==> src/rtl/uart_bridge_pkg.sv <==
// Shared command/reply codes and FSM state type for the UART register bridge.
package uart_bridge_pkg;

  localparam logic [7:0] CMD_WR = 8'h57;
  localparam logic [7:0] CMD_RD = 8'h52;
  localparam logic [7:0] ACK    = 8'h06;
  localparam logic [7:0] NAK    = 8'h15;

  typedef enum logic [2:0] {
    IDLE,
    GET_ADDR_W,
    GET_ADDR_R,
    GET_DATA,
    DO_WRITE,
    DO_READ,
    WAIT_RD,
    SEND
  } bridge_state_t;

endpackage

==> src/rtl/uart_reg_bridge_if.sv <==
// UART byte stream plus simple register bus seen by the bridge.
interface uart_reg_bridge_if #(
  parameter int DATA_BITS = 8
);

  logic                 rx_valid;
  logic [DATA_BITS-1:0] rx_data;
  logic                 tx_rdy;
  logic                 tx_vld;
  logic [DATA_BITS-1:0] tx_data;
  logic [DATA_BITS-1:0] reg_addr;
  logic                 reg_wr_en;
  logic [DATA_BITS-1:0] reg_wr_data;
  logic                 reg_rd_en;
  logic [DATA_BITS-1:0] reg_rd_data;
  logic                 busy;
  logic                 cmd_err;
  logic                 timeout_err;
  logic                 overrun_err;

  modport slave (
    input  rx_valid, rx_data, tx_rdy, reg_rd_data,
    output tx_vld, tx_data, reg_addr, reg_wr_en, reg_wr_data, reg_rd_en,
           busy, cmd_err, timeout_err, overrun_err
  );

  modport master (
    output rx_valid, rx_data, tx_rdy, reg_rd_data,
    input  tx_vld, tx_data, reg_addr, reg_wr_en, reg_wr_data, reg_rd_en,
           busy, cmd_err, timeout_err, overrun_err
  );

endinterface

==> src/rtl/uart_frame_timer.sv <==
// Inter-byte timeout: down-counter reloaded on each accepted byte, expires at zero.
module uart_frame_timer #(
  parameter int TIMEOUT_CLKS = 480000
) (
  input  logic clk,
  input  logic reset,
  input  logic i_reload,
  input  logic i_enable,
  output logic o_expired
);

  localparam int               W    = $clog2(TIMEOUT_CLKS);
  localparam logic [W-1:0]     LOAD = W'(TIMEOUT_CLKS - 1);

  logic [W-1:0] r_cnt;

  // Holds at zero once expired rather than wrapping.
  always_ff @(posedge clk) begin
    if (reset) begin
      r_cnt <= '0;
    end else if (i_reload) begin
      r_cnt <= LOAD;
    end else if (i_enable && (r_cnt != '0)) begin
      r_cnt <= r_cnt - W'(1);
    end
  end

  assign o_expired = i_enable && !i_reload && (r_cnt == '0);

endmodule

==> src/rtl/uart_reg_bridge.sv <==
// Byte-command bridge: parses 'W' addr data / 'R' addr frames from the UART
// stream, strobes the register bus and replies with ACK, NAK or read data.
//
// state      | meaning
// IDLE       | waiting for a command byte
// GET_ADDR_W | write command seen, waiting for address
// GET_ADDR_R | read command seen, waiting for address
// GET_DATA   | write address latched, waiting for data
// DO_WRITE   | write strobe cycle
// DO_READ    | read strobe cycle
// WAIT_RD    | capture read data into reply
// SEND       | reply byte offered until accepted
module uart_reg_bridge
  import uart_bridge_pkg::*;
#(
  parameter int DATA_BITS    = 8,
  parameter int TIMEOUT_CLKS = 480000
) (
  input logic              clk,
  input logic              reset,
  uart_reg_bridge_if.slave bus
);

  localparam logic [DATA_BITS-1:0] C_WR  = DATA_BITS'(CMD_WR);
  localparam logic [DATA_BITS-1:0] C_RD  = DATA_BITS'(CMD_RD);
  localparam logic [DATA_BITS-1:0] C_ACK = DATA_BITS'(ACK);
  localparam logic [DATA_BITS-1:0] C_NAK = DATA_BITS'(NAK);

  bridge_state_t        r_state, w_state_nxt;
  logic [DATA_BITS-1:0] r_tx_data, w_tx_nxt;
  logic [DATA_BITS-1:0] r_addr, r_wr_data;
  logic                 r_cmd_err, r_timeout_err, r_overrun_err;
  logic                 w_in_frame, w_accept, w_overrun, w_expired;
  logic                 w_cmd_err, w_timeout;

  assign w_in_frame = (r_state == GET_ADDR_W) || (r_state == GET_ADDR_R) ||
                      (r_state == GET_DATA);
  assign w_accept   = bus.rx_valid && ((r_state == IDLE) || w_in_frame);
  assign w_overrun  = bus.rx_valid && !((r_state == IDLE) || w_in_frame);

  uart_frame_timer #(
    .TIMEOUT_CLKS(TIMEOUT_CLKS)
  ) u_timer (
    .clk      (clk),
    .reset    (reset),
    .i_reload (w_accept),
    .i_enable (w_in_frame),
    .o_expired(w_expired)
  );

  always_comb begin
    w_state_nxt = r_state;
    w_tx_nxt    = r_tx_data;
    w_cmd_err   = 1'b0;
    w_timeout   = 1'b0;
    case (r_state)
      IDLE: begin
        if (bus.rx_valid) begin
          if (bus.rx_data == C_WR) begin
            w_state_nxt = GET_ADDR_W;
          end else if (bus.rx_data == C_RD) begin
            w_state_nxt = GET_ADDR_R;
          end else begin
            w_state_nxt = SEND;
            w_tx_nxt    = C_NAK;
            w_cmd_err   = 1'b1;
          end
        end
      end
      GET_ADDR_W, GET_ADDR_R, GET_DATA: begin
        // A byte arriving on the expiry cycle takes priority over the abort.
        if (bus.rx_valid) begin
          if (r_state == GET_ADDR_W)      w_state_nxt = GET_DATA;
          else if (r_state == GET_ADDR_R) w_state_nxt = DO_READ;
          else                            w_state_nxt = DO_WRITE;
        end else if (w_expired) begin
          w_state_nxt = IDLE;
          w_timeout   = 1'b1;
        end
      end
      DO_WRITE: begin
        w_state_nxt = SEND;
        w_tx_nxt    = C_ACK;
      end
      DO_READ: w_state_nxt = WAIT_RD;
      WAIT_RD: begin
        w_state_nxt = SEND;
        w_tx_nxt    = bus.reg_rd_data;
      end
      SEND: if (bus.tx_rdy) w_state_nxt = IDLE;
      default: w_state_nxt = IDLE;
    endcase
  end

  always_ff @(posedge clk) begin
    if (reset) begin
      r_state       <= IDLE;
      r_tx_data     <= '0;
      r_addr        <= '0;
      r_wr_data     <= '0;
      r_cmd_err     <= 1'b0;
      r_timeout_err <= 1'b0;
      r_overrun_err <= 1'b0;
    end else begin
      r_state       <= w_state_nxt;
      r_tx_data     <= w_tx_nxt;
      if (w_accept && ((r_state == GET_ADDR_W) || (r_state == GET_ADDR_R)))
        r_addr <= bus.rx_data;
      if (w_accept && (r_state == GET_DATA))
        r_wr_data <= bus.rx_data;
      r_cmd_err     <= w_cmd_err;
      r_timeout_err <= w_timeout;
      r_overrun_err <= w_overrun;
    end
  end

  assign bus.tx_vld      = (r_state == SEND);
  assign bus.tx_data     = r_tx_data;
  assign bus.reg_addr    = r_addr;
  assign bus.reg_wr_en   = (r_state == DO_WRITE);
  assign bus.reg_wr_data = r_wr_data;
  assign bus.reg_rd_en   = (r_state == DO_READ);
  assign bus.busy        = (r_state != IDLE);
  assign bus.cmd_err     = r_cmd_err;
  assign bus.timeout_err = r_timeout_err;
  assign bus.overrun_err = r_overrun_err;

endmodule

==> src/flat_wrapper.sv <==
// flat-port wrapper written by rule: the top's interface ports become plain ports
module uart_reg_bridge_flat import uart_bridge_pkg::*;
#(
  parameter int DATA_BITS    = 8,
  parameter int TIMEOUT_CLKS = 480000
)
  (clk, reset, bus_rx_valid, bus_rx_data, bus_tx_rdy, bus_reg_rd_data, bus_tx_vld, bus_tx_data, bus_reg_addr, bus_reg_wr_en, bus_reg_wr_data, bus_reg_rd_en, bus_busy, bus_cmd_err, bus_timeout_err, bus_overrun_err);
  uart_reg_bridge_if #(.DATA_BITS(DATA_BITS)) bus_i ();
  input logic clk;
  input logic reset;
  input wire logic [$bits(bus_i.rx_valid)-1:0] bus_rx_valid;
  input wire logic [$bits(bus_i.rx_data)-1:0] bus_rx_data;
  input wire logic [$bits(bus_i.tx_rdy)-1:0] bus_tx_rdy;
  input wire logic [$bits(bus_i.reg_rd_data)-1:0] bus_reg_rd_data;
  output wire logic [$bits(bus_i.tx_vld)-1:0] bus_tx_vld;
  output wire logic [$bits(bus_i.tx_data)-1:0] bus_tx_data;
  output wire logic [$bits(bus_i.reg_addr)-1:0] bus_reg_addr;
  output wire logic [$bits(bus_i.reg_wr_en)-1:0] bus_reg_wr_en;
  output wire logic [$bits(bus_i.reg_wr_data)-1:0] bus_reg_wr_data;
  output wire logic [$bits(bus_i.reg_rd_en)-1:0] bus_reg_rd_en;
  output wire logic [$bits(bus_i.busy)-1:0] bus_busy;
  output wire logic [$bits(bus_i.cmd_err)-1:0] bus_cmd_err;
  output wire logic [$bits(bus_i.timeout_err)-1:0] bus_timeout_err;
  output wire logic [$bits(bus_i.overrun_err)-1:0] bus_overrun_err;
  assign bus_i.rx_valid = bus_rx_valid;
  assign bus_i.rx_data = bus_rx_data;
  assign bus_i.tx_rdy = bus_tx_rdy;
  assign bus_i.reg_rd_data = bus_reg_rd_data;
  assign bus_tx_vld = bus_i.tx_vld;
  assign bus_tx_data = bus_i.tx_data;
  assign bus_reg_addr = bus_i.reg_addr;
  assign bus_reg_wr_en = bus_i.reg_wr_en;
  assign bus_reg_wr_data = bus_i.reg_wr_data;
  assign bus_reg_rd_en = bus_i.reg_rd_en;
  assign bus_busy = bus_i.busy;
  assign bus_cmd_err = bus_i.cmd_err;
  assign bus_timeout_err = bus_i.timeout_err;
  assign bus_overrun_err = bus_i.overrun_err;
  uart_reg_bridge #(.DATA_BITS(DATA_BITS), .TIMEOUT_CLKS(TIMEOUT_CLKS)) u_core (.clk(clk), .reset(reset), .bus(bus_i));
endmodule
==> config.mk <==
export PLATFORM = sky130hd
export DESIGN_NAME = uart_reg_bridge_flat
export DESIGN_NICKNAME = d
export VERILOG_FILES = /design/src/rtl/uart_bridge_pkg.sv /design/src/rtl/uart_reg_bridge_if.sv /design/src/rtl/uart_frame_timer.sv /design/src/rtl/uart_reg_bridge.sv /design/src/flat_wrapper.sv
export SDC_FILE = /design/constraint.sdc
export NUM_CORES = 1
export LEC_CHECK = 0
export BUFFER_PORTS_ARGS = -buffer_cell sky130_fd_sc_hd__clkbuf_2
export CAP_MARGIN = 30
export CORE_MARGIN = 2
export CORE_UTILIZATION = 30
export CTS_BUF_LIST = sky130_fd_sc_hd__clkbuf_16
export DETAILED_ROUTE_END_ITERATION = 16
export SLEW_MARGIN = 20
export SYNTH_ARGS = -nofsm -noshare
export SYNTH_HDL_FRONTEND = slang
export SYNTH_HIERARCHICAL = 1
export SYNTH_SLANG_ARGS = --single-unit
==> constraint.sdc <==
create_clock -name clk -period 2.9 [get_ports clk]
set_input_delay 0.435 -clock clk [delete_from_list [all_inputs] [get_ports clk]]
set_output_delay 0.435 -clock clk [all_outputs]
set_load 0.02 [all_outputs]
==> results.tsv <==
stage	metric	value	unit
run_status	run status	finished clean	
power_and_ir_drop	Comb power frac	24.9	%
cts	Max H-tree Level	2	
grt	initial antenna violation count	0	
route	Routed WL	5930	µm
route	residual DRC count	0	
worst_setup_path	r2r startpoint	u_core/u_timer/r_cnt[0]$_SDFFE_PP0P_	
sta	unrepaired setup endpoints after global routing	no	
worst_setup_path	Worst Path Max Fanout	6	
floorplanning	Ports	51	
worst_hold_path	Min-Delay Path Depth	3	
yosys	asr flop ratio synth	0	%
grt	total congestion overflow	0	
route	first drt pass iteration count	4	
cts	Hold-fix buffers, CTS	0	
worst_setup_path	worst path required time	3090	ps
finish	final core occ	37.8	%
yosys	Post-Syn Nets	326	
sta	Worst Skew	3.40	ps
floorplanning	Die Width	94.3	µm
route	via count	2363	
place	# port buffers	50	
yosys	Synth Warn #	6	
route	Via-to-Cell Ratio	5.25	
cts	Post-CTS Setup Bufs	0	
yosys	number of synthesized flops with an enable pin	0	
worst_setup_path	R2R Setup Slk	420	ps
finish	nets	369	
floorplanning	initial core utilization	31.3	%
cts	post-cts resize count	0	
route	per-cell routed wire length	13.2	µm
sta	final setup fails	0	
power_and_ir_drop	power share of the clock group	31.9	%
worst_setup_path	reg-to-reg endpoint	u_core/r_state[1]$_SDFFE_PP0P_	
power_and_ir_drop	Net Sw Frac	33.0	%
sta	Hold Fails Final Rpt	0	
grt	vias in the first global route	2191	
grt	Total GRT Usage	13.9	%
worst_setup_path	worst reg2reg path depth	9	
yosys	synth top area cells	dfxtp_1 40%, a21oi_1 5.9%, nand2_1 5.8%, nor3_1 2.9%, clkbuf_1 2.8%	
worst_hold_path	Hold Path Class	in2reg	
cts	CTS max path bufs	2	
floorplanning	# rows	32	
sta	final worst path period need	2480	ps
sta	setup TNS	0	ps
finish	Area Growth Syn to Fin	20.6	%
run	max cap viols	0	
yosys	syn avg cell area	8.05	µm²
sta	fin crit share	85.6	%
worst_setup_path	Setup crit start	u_core/u_timer/r_cnt[0]$_SDFFE_PP0P_	
worst_setup_path	critical path arrival	2670	ps
floorplanning	Core ar.	7810	µm²
power_and_ir_drop	Net Sw Power	604	µW
yosys	cell taking the most area after synthesis	dfxtp_1	
yosys	synthesis-stage register bit count	49	
finish	share of layout cells above drive strength 1	21.6	%
power_and_ir_drop	Tot Pwr	1830	µW
power_and_ir_drop	Internal Power	1230	µW
cts	# clock sinks	49	
yosys	Netlist Area Pre-Place	2450	µm²
worst_setup_path	worst setup path endpoint	u_core/r_state[1]$_SDFFE_PP0P_	
worst_setup_path	Startpoint Class	flop	
cts	clock-pin slew on the worst setup and hold paths	70	ps
sta	max-slew violations	0	
grt	first-pass GRT wire length	10000	µm
cts	total CTS buffers	5	
finish	number of diodes	0	
grt	largest net degree at the start of global routing	35	
place	Placer Congestion	0.766	
route	post-detailed-route count of antenna-violating nets	0	
power_and_ir_drop	Pleak	0.00113	µW
sta	Max Clk Rate	0.403	GHz
sta	Rel. slew slack	49.2	%
floorplanning	Die H	94.3	µm
yosys	top cell type's share of synthesized area	40.1	%
sta	actual slew at the worst max-slew pin	754	ps
power_and_ir_drop	Pwr Density	621	nW/µm²
yosys	Post-Synthesis Cells	304	
finish	Filler cells	851	
cts	CTS Root Cell	clkbuf_16	
yosys	Cell variety after synth	49	
worst_setup_path	CP endpoint kind	flop	
worst_setup_path	critical path type	reg2reg	
cts	Worst-Skew Late Latency	290	ps
cts	CTS tree	yes	
route	Initial DRC Count	119	
floorplanning	die footprint	8900	µm²
power_and_ir_drop	register share of total power	43.2	%
yosys	post-synthesis sequential area ratio	40.1	%
place	HPWL after detailed placement	4120	µm
power_and_ir_drop	Worst VDD drop	0.202	mV
yosys	Top FF cell, synth	dfxtp_1	
==> per-layer routing <==
metal	global-route usage, %	share of wire, %	up-vias
met1	17.5	47	1095
met3	3.21	5.4	5
met4	3.86	1.1	0
met2	23.9	47	51
met5	0	0	-
li1	-	-	1212
==> metrics by stage <==
stage | cell area (µm²) | instances | worst slack, ps | hold slack (ps)
after floorplan | 2450 | 304 | 409 | 470
after global placement | 2800 | 442 | 568 | 442
after detailed placement | 2800 | 442 | 471 | 447
after CTS | 2950 | 450 | 445 | 344
after global routing | 2950 | 450 | 307 | 366
final | 2950 | 450 | 417 | 345
==> critical path, stage by stage (launching register included) <==
cell and delay (ps):
dfxtp_1 360, inv_1 100, ha_1 160, or4b_1 480, nor4_1 220, buf_4 180
and4_1 270, nor4bb_1 330, nor3_1 100, o21a_1 190
==> registers in the layout, summed over array words and instances, names as in the netlist <==
register and flops:
u_core/bus.overrun_err 1, u_core/bus.reg_addr 8, u_core/bus.timeout_err 1, u_core/bus.reg_wr_data 8, u_core/r_state 3, u_core/u_timer/r_cnt 19
u_core/bus.tx_data 8, u_core/bus.cmd_err 1
==> how the worst min path moves through the flow <==
| stage | slack (ps) | start | endpoint |
|---|---|---|---|
| 6_report | 350 | bus_reg_rd_data[3] | u_core/bus.tx_data[3]$_SDFFE_PP0P_ |
| 5_1_grt | 370 | bus_reg_rd_data[7] | u_core/bus.tx_data[7]$_SDFFE_PP0P_ |
| 4_1_cts | 340 | bus_reg_rd_data[5] | u_core/bus.tx_data[5]$_SDFFE_PP0P_ |
| 3_5_place_dp | 450 | u_core/bus.reg_wr_data[0]$_SDFFE_PP0P_ | u_core/bus.reg_wr_data[0]$_SDFFE_PP0P_ |
| 3_3_place_gp | 440 | u_core/bus.reg_wr_data[2]$_SDFFE_PP0P_ | u_core/bus.reg_wr_data[2]$_SDFFE_PP0P_ |
| 2_1_floorplan | 470 | u_core/u_timer/r_cnt[8]$_SDFFE_PP0P_ | u_core/u_timer/r_cnt[8]$_SDFFE_PP0P_ |
==> cell type report <==
type | instances | area [µm²] | share of cell area (%)
clock buffers | 5 | 125 | 4.24
clock inverters | 3 | 21.3 | 0.721
inverters | 6 | 22.5 | 0.763
multi-input cells | 226 | 1360 | 45.9
flip-flops and latches | 49 | 981 | 33.2
well taps | 102 | 128 | 4.33
repair buffers | 59 | 318 | 10.8
==> cell families after synthesis <==
| kind of cell | Yosys count | share of synthesized area, % |
|---|---|---|
| AOI/OAI and AO/OA | 76 | 20.1 |
| adders and majority gates | 2 | 1.02 |
| xor gates and xnor gates | 2 | 0.716 |
| DFF | 49 | 40.1 |
| and+or+nand+nor | 146 | 33.4 |
| buffers and inverters | 29 | 4.65 |
==> cells in the final DEF (no fill, tap or decap), types with 6 or more instances in the layout <==
master	count
dfxtp_1	49
buf_4	9
nor2_1	16
a211oi_1	7
inv_1	6
nand3_1	13
o21ai_0	7
nand2b_1	8
nand2_1	38
nor4_1	10
a21oi_1	29
or4_1	6
and3_1	6
nor3_1	14
clkbuf_2	50
==> synth_stat cells, types with 4 or more instances <==
| library cell | number |
|---|---|
| nand3_1 | 13 |
| nand2b_1 | 8 |
| or3_1 | 4 |
| o21ai_1 | 4 |
| dfxtp_1 | 49 |
| nor3_1 | 14 |
| o41ai_1 | 5 |
| a21oi_1 | 29 |
| a311oi_1 | 4 |
| a211oi_1 | 7 |
| nand2_1 | 38 |
| o21ai_0 | 7 |
| buf_2 | 4 |
| inv_1 | 6 |
| or4_1 | 6 |
| or2_2 | 4 |
| nor2_1 | 16 |
| o21a_1 | 5 |
| clkbuf_1 | 18 |
| nor4_1 | 10 |
| and3_1 | 6 |
==> power by group through the flow <==
| stage | registers [µW] | clock network, µW | logic (µW) |
|---|---|---|---|
| 3_3_place_gp | 806 | 0 | 450 |
| 3_5_place_dp | 806 | 0 | 456 |
| 6_report | 792 | 586 | 456 |
| 5_1_grt | 803 | 632 | 511 |
| 2_1_floorplan | 820 | 0 | 304 |
| 4_1_cts | 791 | 603 | 457 |
No activity file was read; power rests on OpenSTA's default activity.
